## src/rtl/cpu_controller_if.sv

```systemverilog
// Controller <-> datapath/fetch bundle for cpu_controller.
// The slave side is the controller; the master side drives instructions and status.
interface cpu_controller_if;
   logic [15:0] in;
   logic        load;
   logic        s;
   logic [2:0]  Z_out;
   logic        w;
   logic [1:0]  vsel;
   logic [2:0]  readnum;
   logic [2:0]  writenum;
   logic        write;
   logic        loada;
   logic        loadb;
   logic        loadc;
   logic        loads;
   logic        asel;
   logic        bsel;
   logic [1:0]  shift;
   logic [1:0]  ALUop;
   logic [15:0] sximm8;
   logic [15:0] sximm5;
   logic        branch_taken;
   logic        illegal;

   modport master (
      output in, load, s, Z_out,
      input  w, vsel, readnum, writenum, write, loada, loadb, loadc, loads,
             asel, bsel, shift, ALUop, sximm8, sximm5, branch_taken, illegal
   );

   modport slave (
      input  in, load, s, Z_out,
      output w, vsel, readnum, writenum, write, loada, loadb, loadc, loads,
             asel, bsel, shift, ALUop, sximm8, sximm5, branch_taken, illegal
   );
endinterface

```

## src/rtl/cpu_controller.sv

```systemverilog
// Multi-cycle instruction controller: holds the IR and sequences datapath strobes.
// All outputs are Moore-decoded from state and IR (branch_taken also reads Z_out).
module cpu_controller (
   input logic             clk,
   input logic             rst_n,
   cpu_controller_if.slave bus
);

   localparam logic [2:0] WAIT   = 3'd0;
   localparam logic [2:0] DECODE = 3'd1;
   localparam logic [2:0] GET_A  = 3'd2;
   localparam logic [2:0] GET_B  = 3'd3;
   localparam logic [2:0] ALU    = 3'd4;
   localparam logic [2:0] WR_REG = 3'd5;
   localparam logic [2:0] WR_IMM = 3'd6;
   localparam logic [2:0] BRANCH = 3'd7;

   logic [2:0]  state;
   logic [2:0]  next_state;
   logic [15:0] ir;

   logic [2:0] opcode;
   logic [1:0] op;
   logic [2:0] rn;
   logic [2:0] rd;
   logic [2:0] rm;
   logic [2:0] cond;

   assign opcode = ir[15:13];
   assign op     = ir[12:11];
   assign rn     = ir[10:8];
   assign rd     = ir[7:5];
   assign rm     = ir[2:0];
   assign cond   = ir[10:8];

   logic is_mov_imm;
   logic is_mov_sh;
   logic is_mvn;
   logic is_add;
   logic is_cmp;
   logic is_and;
   logic is_branch;

   assign is_mov_imm = (opcode == 3'b110) && (op == 2'b10);
   assign is_mov_sh  = (opcode == 3'b110) && (op == 2'b00);
   assign is_mvn     = (opcode == 3'b101) && (op == 2'b11);
   assign is_add     = (opcode == 3'b101) && (op == 2'b00);
   assign is_cmp     = (opcode == 3'b101) && (op == 2'b01);
   assign is_and     = (opcode == 3'b101) && (op == 2'b10);
   assign is_branch  = (opcode == 3'b001) && (cond <= 3'b100);

   assign bus.sximm8 = {{8{ir[7]}}, ir[7:0]};
   assign bus.sximm5 = {{11{ir[4]}}, ir[4:0]};
   assign bus.shift  = ir[4:3];

   // IR only accepts load while idle; reset clears it along with the state
   always_ff @(posedge clk or negedge rst_n) begin
      if (!rst_n) begin
         state <= WAIT;
         ir    <= '0;
      end else begin
         state <= next_state;
         if (state == WAIT && bus.load)
            ir <= bus.in;
      end
   end

   always_comb begin
      next_state = WAIT;
      case (state)
         WAIT:    next_state = bus.s ? DECODE : WAIT;
         DECODE: begin
            if (is_mov_imm)                   next_state = WR_IMM;
            else if (is_mov_sh || is_mvn)     next_state = GET_B;
            else if (is_add || is_cmp || is_and) next_state = GET_A;
            else if (is_branch)               next_state = BRANCH;
            else                              next_state = WAIT;
         end
         GET_A:   next_state = GET_B;
         GET_B:   next_state = ALU;
         ALU:     next_state = is_cmp ? WAIT : WR_REG;
         WR_REG:  next_state = WAIT;
         WR_IMM:  next_state = WAIT;
         BRANCH:  next_state = WAIT;
         default: next_state = WAIT;
      endcase
   end

   logic flag_z;
   logic flag_n;
   logic flag_v;
   logic taken;

   assign flag_z = bus.Z_out[0];
   assign flag_n = bus.Z_out[1];
   assign flag_v = bus.Z_out[2];

   always_comb begin
      taken = 1'b0;
      case (cond)
         3'b000:  taken = 1'b1;
         3'b001:  taken = flag_z;
         3'b010:  taken = !flag_z;
         3'b011:  taken = flag_n ^ flag_v;
         3'b100:  taken = (flag_n ^ flag_v) | flag_z;
         default: taken = 1'b0;
      endcase
   end

   always_comb begin
      bus.w            = 1'b0;
      bus.vsel         = 2'b00;
      bus.readnum      = 3'b000;
      bus.writenum     = 3'b000;
      bus.write        = 1'b0;
      bus.loada        = 1'b0;
      bus.loadb        = 1'b0;
      bus.loadc        = 1'b0;
      bus.loads        = 1'b0;
      bus.asel         = 1'b0;
      bus.bsel         = 1'b0;
      bus.ALUop        = 2'b00;
      bus.branch_taken = 1'b0;
      bus.illegal      = 1'b0;
      case (state)
         WAIT:   bus.w = 1'b1;
         DECODE: bus.illegal = !(is_mov_imm || is_mov_sh || is_mvn || is_add ||
                                 is_cmp || is_and || is_branch);
         GET_A: begin
            bus.readnum = rn;
            bus.loada   = 1'b1;
         end
         GET_B: begin
            bus.readnum = rm;
            bus.loadb   = 1'b1;
         end
         ALU: begin
            if (is_mov_sh) begin
               bus.asel  = 1'b1;
               bus.ALUop = 2'b00;
               bus.loadc = 1'b1;
            end else if (is_cmp) begin
               bus.ALUop = 2'b01;
               bus.loads = 1'b1;
            end else begin
               bus.ALUop = op;
               bus.loadc = 1'b1;
            end
         end
         WR_REG: begin
            bus.vsel     = 2'b00;
            bus.writenum = rd;
            bus.write    = 1'b1;
         end
         WR_IMM: begin
            bus.vsel     = 2'b10;
            bus.writenum = rn;
            bus.write    = 1'b1;
         end
         BRANCH: bus.branch_taken = taken;
         default: ;
      endcase
   end

endmodule

```

## src/flat_wrapper.sv

```systemverilog
// flat-port wrapper written by rule: the top's interface ports become plain ports
module cpu_controller_flat 
  (clk, rst_n, bus_in, bus_load, bus_s, bus_Z_out, bus_w, bus_vsel, bus_readnum, bus_writenum, bus_write, bus_loada, bus_loadb, bus_loadc, bus_loads, bus_asel, bus_bsel, bus_shift, bus_ALUop, bus_sximm8, bus_sximm5, bus_branch_taken, bus_illegal);
  cpu_controller_if bus_i ();
  input logic clk;
  input logic rst_n;
  input wire logic [$bits(bus_i.in)-1:0] bus_in;
  input wire logic [$bits(bus_i.load)-1:0] bus_load;
  input wire logic [$bits(bus_i.s)-1:0] bus_s;
  input wire logic [$bits(bus_i.Z_out)-1:0] bus_Z_out;
  output wire logic [$bits(bus_i.w)-1:0] bus_w;
  output wire logic [$bits(bus_i.vsel)-1:0] bus_vsel;
  output wire logic [$bits(bus_i.readnum)-1:0] bus_readnum;
  output wire logic [$bits(bus_i.writenum)-1:0] bus_writenum;
  output wire logic [$bits(bus_i.write)-1:0] bus_write;
  output wire logic [$bits(bus_i.loada)-1:0] bus_loada;
  output wire logic [$bits(bus_i.loadb)-1:0] bus_loadb;
  output wire logic [$bits(bus_i.loadc)-1:0] bus_loadc;
  output wire logic [$bits(bus_i.loads)-1:0] bus_loads;
  output wire logic [$bits(bus_i.asel)-1:0] bus_asel;
  output wire logic [$bits(bus_i.bsel)-1:0] bus_bsel;
  output wire logic [$bits(bus_i.shift)-1:0] bus_shift;
  output wire logic [$bits(bus_i.ALUop)-1:0] bus_ALUop;
  output wire logic [$bits(bus_i.sximm8)-1:0] bus_sximm8;
  output wire logic [$bits(bus_i.sximm5)-1:0] bus_sximm5;
  output wire logic [$bits(bus_i.branch_taken)-1:0] bus_branch_taken;
  output wire logic [$bits(bus_i.illegal)-1:0] bus_illegal;
  assign bus_i.in = bus_in;
  assign bus_i.load = bus_load;
  assign bus_i.s = bus_s;
  assign bus_i.Z_out = bus_Z_out;
  assign bus_w = bus_i.w;
  assign bus_vsel = bus_i.vsel;
  assign bus_readnum = bus_i.readnum;
  assign bus_writenum = bus_i.writenum;
  assign bus_write = bus_i.write;
  assign bus_loada = bus_i.loada;
  assign bus_loadb = bus_i.loadb;
  assign bus_loadc = bus_i.loadc;
  assign bus_loads = bus_i.loads;
  assign bus_asel = bus_i.asel;
  assign bus_bsel = bus_i.bsel;
  assign bus_shift = bus_i.shift;
  assign bus_ALUop = bus_i.ALUop;
  assign bus_sximm8 = bus_i.sximm8;
  assign bus_sximm5 = bus_i.sximm5;
  assign bus_branch_taken = bus_i.branch_taken;
  assign bus_illegal = bus_i.illegal;
  cpu_controller u_core (.clk(clk), .rst_n(rst_n), .bus(bus_i));
endmodule
```

## config.mk

```make
export PLATFORM = sky130hd
export DESIGN_NAME = cpu_controller_flat
export DESIGN_NICKNAME = d
export VERILOG_FILES = /design/src/rtl/cpu_controller_if.sv /design/src/rtl/cpu_controller.sv /design/src/flat_wrapper.sv
export SDC_FILE = /design/constraint.sdc
export NUM_CORES = 1
export LEC_CHECK = 0
export BUFFER_PORTS_ARGS = -buffer_cell sky130_fd_sc_hd__buf_4
export CAP_MARGIN = 20
export CELL_PAD_IN_SITES_DETAIL_PLACEMENT = 0
export CELL_PAD_IN_SITES_GLOBAL_PLACEMENT = 1
export CORE_MARGIN = 5
export CORE_UTILIZATION = 32
export DETAILED_ROUTE_END_ITERATION = 10
export PLACE_DENSITY = 0.8
export SLEW_MARGIN = 0
export SYNTH_ARGS = -nofsm -noshare
export SYNTH_HDL_FRONTEND = slang
export SYNTH_SLANG_ARGS = --single-unit
```

## constraint.sdc

```tcl
create_clock -name clk -period 2.1 [get_ports clk]
set_input_delay 0.42 -clock clk [delete_from_list [all_inputs] [get_ports clk]]
set_output_delay 0.42 -clock clk [all_outputs]
set_load 0.01 [all_outputs]
```

Word-level counts from Yosys, hierarchy flattened
Index checks and enable logic that the tools add are counted.
{ "word_totals": {"ff_bits": 19, "latch_bits": 0, "ramBits": 0, "mem_bits_ro": 0, "in_bits": 23, "elab_cells": 74, "memories": 0} }
{ "op_classes": {"addsub": 0, "n_mul": 0, "div": 0, "n_lt_le_gt_ge": 1, "n_eq_ne": 17, "shift": 0, "n_mux": 28, "bitwise_logic": 2, "reduce_logical": 24} }
{ "ops": {"columns": ["cell", "n"], "rows": [
  ["== test 3 bit, second input constant", 7],
  ["case mux 3 bit (6 select lines)", 1],
  ["two-way mux 1 bit", 15],
  ["two-way mux 3 bit", 5],
  ["== test 3 x 2 -> 1 bit, second input constant", 4],
  ["case mux 3 bit (2 select lines)", 2],
  ["== test 3 x 1 -> 1 bit, second input constant", 3],
  ["logical OR 1 bit", 9],
  ["logical AND 1 bit", 8],
  ["two-way mux 2 bit", 4],
  ["zero test 3 bit", 2],
  ["case mux 1 bit (5 select lines)", 1],
  ["== test 2 bit, second input constant", 2],
  ["<= comparator 3 bit, second input constant", 1],
  ["OR reduction 3 bit", 1],
  ["== test 2 x 1 -> 1 bit, second input constant", 1],
  ["zero test 1 bit", 2],
  ["zero test 2 bit", 1],
  ["OR reduction 2 bit", 1],
  ["bitwise OR 1 bit", 1],
  ["XOR 1 bit", 1]
]} }

Logic depth before layout (Yosys ltp)
{ "logic_depth": {"ltp_word": 10, "ltp_mapped": 6} }

Worst setup path after synthesis
OpenSTA, ideal clock, no wires.
{ "synth_timing": {"path_kind": "reg-to-output", "from": "register u_core.state[1]", "to": "output bus_readnum[0]", "arrival_ns": 1.284, "required_ns": 1.680, "slack_ns": 0.396, "stages_incl_launch_ff": 4, "path_cell_list": "dfrtp_1 > inv_1 > nor3_1 > a22o_1"} }
{ "synth_via": {"elab_chain_len": 2, "elab_cells_between_ends": 3, "classes_between": "eq/ne: 2; mux: 1"} }
{ "synth_lines": {"columns": ["item", "line_no", "text"], "rows": [
  ["from (decl)", "cpu_controller.sv:18", "logic [2:0] state;"],
  ["from (signal assigned)", "cpu_controller.sv:62", "state <= next_state;"],
  ["== test 3 x 2 -> 1 bit", "cpu_controller.sv:125", "case (state)"],
  ["case mux 3 bit (2 select lines) (*)", "cpu_controller.sv:125", null],
  ["to (decl)", "flat_wrapper.sv:13", "output wire logic [$bits(bus_i.readnum)-1:0] bus_readnum;"]
]} }
Mark *: on every way between the ends. The rest lies on a longest branch, timed or not.

Worst setup path in the final report
{ "layout_timing": {"from": "register u_core.ir[9]", "to": "output bus_illegal"} }
{ "layout_via": {"elab_chain_len": 5} }
{ "layout_lines": {"columns": ["item", "line_no", "text"], "rows": [
  ["from (decl)", "cpu_controller.sv:20", "logic [15:0] ir;"],
  ["from (signal assigned)", "cpu_controller.sv:64", "ir <= bus.in;"],
  ["<= comparator 3 bit", "cpu_controller.sv:50", "assign is_branch = (opcode == 3'b001) && (cond <= 3'b100);"],
  ["logical AND 1 bit", "cpu_controller.sv:50", null],
  ["logical OR 1 bit", "cpu_controller.sv:128", "is_cmp || is_and || is_branch);"],
  ["zero test 1 bit", "cpu_controller.sv:127", "DECODE: bus.illegal = !(is_mov_imm || is_mov_sh || is_mvn || is_add ||"],
  ["two-way mux 1 bit", "cpu_controller.sv:125", null],
  ["to (decl)", "flat_wrapper.sv:27", "output wire logic [$bits(bus_i.illegal)-1:0] bus_illegal;"]
]} }
No other way between the ends.

==> impl_metrics.tcl <==
set metrics [dict create \
    cp_slowest_cell "dfrtp_1" \
    sw_frac_of_total_pct 39.6 \
    holdWs_ps 23.2 \
    top_usage_layer "met2" \
    grt_max_degree 20 \
    initial_core_util_pct 33.6 \
    drt_iter0_markers 14 \
    hp-class "in -> async" \
    clk_pin_slew_worst_paths_ps 70 \
    fin_nets 198 \
    areaGrowthSynthToFinish_pct 28.4 \
    grt_pass1_wl_um 4990 \
    yosys_warnings 0 \
    slew_viol_final 0 \
    rows 23 \
    final_core_utilization_pct 43.2 \
    met3_usage_pct 3.96 \
    critPathCaptureType "primary output" \
    ys_ff_latch 19 \
    clk_path_buf_depth 2 \
    cp_top_family "flip-flops" \
    fill_cells 422 \
    clock_sinks 19 \
    cts_max_level 1 \
    fin_crit_ps 1980 \
    critPathKind "reg -> out" \
    ys_types 38 \
    cp_data_arrival_time_ps 1560 \
    viasPerCell 4.88 \
    total_power_uw 2690 \
    skew_ps 1.49 \
    insertedDiodeCount 0 \
    irDropWorstVdd_v 0.000535 \
    slowest_delay_ps 460 \
    coreArea_mm2 0.00409 \
    drive_above_1_share_pct 59.8 \
    clk_latency_ps 260 \
    gp_congestion 0.747 \
    finalHoldViolations 0 \
    cts_buffers 3 \
    fin_tns_setup_ps 0 \
    track_usage_pct 11.4 \
    powerDensity_mw_per_mm2 1520 \
    ios 77 \
    syn_inst 131 \
    dieArea_mm2 0.00570 \
    setup_ws_ps 123 \
    avgSynthCellArea_um2 10.5 \
    fmax_ghz 0.506 \
    cts_hold_buf 0 \
    path_cells "o21ai_0 > nand2_1 > a21boi_0 > nor2b_1 > buf_4" \
    p_int_uw 1630 \
    dpl.hpwl_um 2570 \
    critPathMaxFanout 6 \
    rsz0062_at_grt "false" \
    cp.required_ps 1680 \
    synth_area_mm2 0.00137 \
    start_kind "flop" \
    pre_cts_ws_ps 308 \
    die_w_um 75.5 \
    crit_buf_inv 1 \
    wire_per_inst_um 14.7 \
    vias 1093 \
    final-setup-viol-count 0 \
    routed_wl_um 3300 \
    sequentialPowerShare_pct 29.9 \
    period_share_pct 94.2 \
    dieHeight_um 75.5 \
    firstDrtPassIters 4 \
    antenna_found_initial 0 \
    ys_seq_area_share_pct 34.6 \
    grt_pass1_vias 1038 \
    p_comb_share_pct 60.5 \
    cts_root_buf "clkbuf_8" \
    multiInputGateArea_um2 584 \
    total_leakage_power_uw 0.000881 \
    seq_area_um2 478 \
    status "finished, final reports clean" \
    clockPowerShare_pct 9.6 \
    met2_usage_pct 19.4 \
    io_buffer_count 74 \
    drcViolationCount 0 \
    antenna_left 0 \
    grt_overflow 0 \
    grt_use_met1_pct 13.9 \
    cts_tree "built" \
    cap_violations 0 \
    p_switching_uw 1060 \
]
==> sequential cells by signal, summed over array words and instances (netlist names) <==
| name | cells |
|---|---|
| u_core.ir | 16 |
| u_core.state | 3 |
==> power by group through the flow <==
stage                     Sequential, µW  Combinational, µW  Clock, µW
after detailed placement             820               1610          0
after CTS                            803               1640        274
after global placement               796               1600          0
after floorplan                      739               1360          0
final                                804               1630        258
after global routing                 850               1760        292
==> metrics by stage <==
stage / cells / instance area (µm²)
after global routing: 224 / 1760
after CTS: 224 / 1750
after detailed placement: 219 / 1700
after global placement: 219 / 1700
after floorplan: 132 / 1380
final: 224 / 1760
==> cell type report <==
type | count | area share [%]
Clock buffer | 3 | 2.34
Clock inverter | 1 | 0.284
Multi-Input combinational cell | 71 | 33.1
Timing Repair Buffer | 78 | 33.2
Tap cell | 50 | 3.55
Sequential cell | 19 | 27.1
Inverter | 2 | 0.426
==> cells in the mapped netlist <==
cell	instances	area share, %
and4_1	1	0.64
buf_4	36	20
nor3_2	1	0.73
o31ai_1	1	0.55
dfrtp_1	19	35
and2_1	4	1.8
o21a_1	1	0.55
nand2_1	4	1.1
nor3b_1	1	0.55
a22oi_1	3	1.6
o211ai_1	1	0.55
and2_4	1	0.64
a21boi_0	1	0.55
o21bai_1	1	0.55
conb_1	1	0.27
or3b_2	1	0.64
mux2_2	6	4.9
buf_12	1	1.5
a311o_1	1	0.73
nor4b_1	1	0.64
and2b_1	1	0.55
buf_2	1	0.36
nor3_1	2	0.73
a21o_1	1	0.55
xor2_1	1	0.64
o21ai_0	2	0.73
nand2b_1	1	0.46
o221ai_1	1	0.64
buf_6	2	1.6
a22o_1	3	1.9
nand3_1	2	0.73
mux2i_1	1	0.73
mux2_4	10	11
and3b_1	1	0.64
a31oi_1	2	0.91
inv_1	2	0.55
nor2_1	5	1.4
nor2b_1	7	3.2
==> repair_timing <==
| action | 4_1_cts | 5_1_grt |
|---|---|---|
| resized for setup | 0 | 4 |
| buffers inserted | 1 | 0 |
| pin swaps | 0 | 0 |
| cloned | 0 | 0 |
| setup endpoints to repair | 1 | 7 |
| endpoints found under the hold margin | 0 | 0 |
==> layer usage <==
layer	part of all wire, %	wire length (µm)
met5	0	0
met4	0.67	22
met3	14	460
met2	48	1570
met1	38	1250
==> cell usage in the layout (no fill, tap or decap), drive strengths merged, types with 2 or more instances in the layout <==
master  instances
buf            78
dfrtp          19
mux2           16
nor2b           7
nor2            5
and2            5
nand2           4
a22oi           3
a22o            3
clkbuf          3
nor3            3
inv             2
o21ai           2
nand3           2
a31oi           2
conb            2
==> cell families (layout without fill, tap and decap cells) <==
| logic type | count (synthesis) | after routing | share of synthesized area (%) |
|---|---|---|---|
| other | 1 | 2 | 0.273 |
| AND/OR/NAND/NOR | 33 | 33 | 14.4 |
| XOR/XNOR | 1 | 1 | 0.638 |
| buffers and inverters | 42 | 84 | 23.7 |
| flip-flops | 19 | 19 | 34.6 |
| AO/OA/AOI/OAI | 18 | 18 | 9.84 |
| multiplexers | 17 | 17 | 16.6 |
==> worst paths after layout <==
check                                           from  cells past startpoint                   endpoint  slack (ps)
hold reg to reg             u_core.ir[6]$_DFFE_PN0P_                      1   u_core.ir[6]$_DFFE_PN0P_         560
hold / removal                                 rst_n                      1  u_core.ir[14]$_DFFE_PN0P_          20
max in group asynchronous                      rst_n                      1  u_core.state[1]$_DFF_PN0_        1850
min in group clk                          bus_in[15]                      2  u_core.ir[15]$_DFFE_PN0P_         390
setup reg to reg           u_core.state[0]$_DFF_PN0_                      3   u_core.ir[1]$_DFFE_PN0P_         550
setup / recovery            u_core.ir[9]$_DFFE_PN0P_                      5                bus_illegal         120
Power figures use the tool's default switching activity.
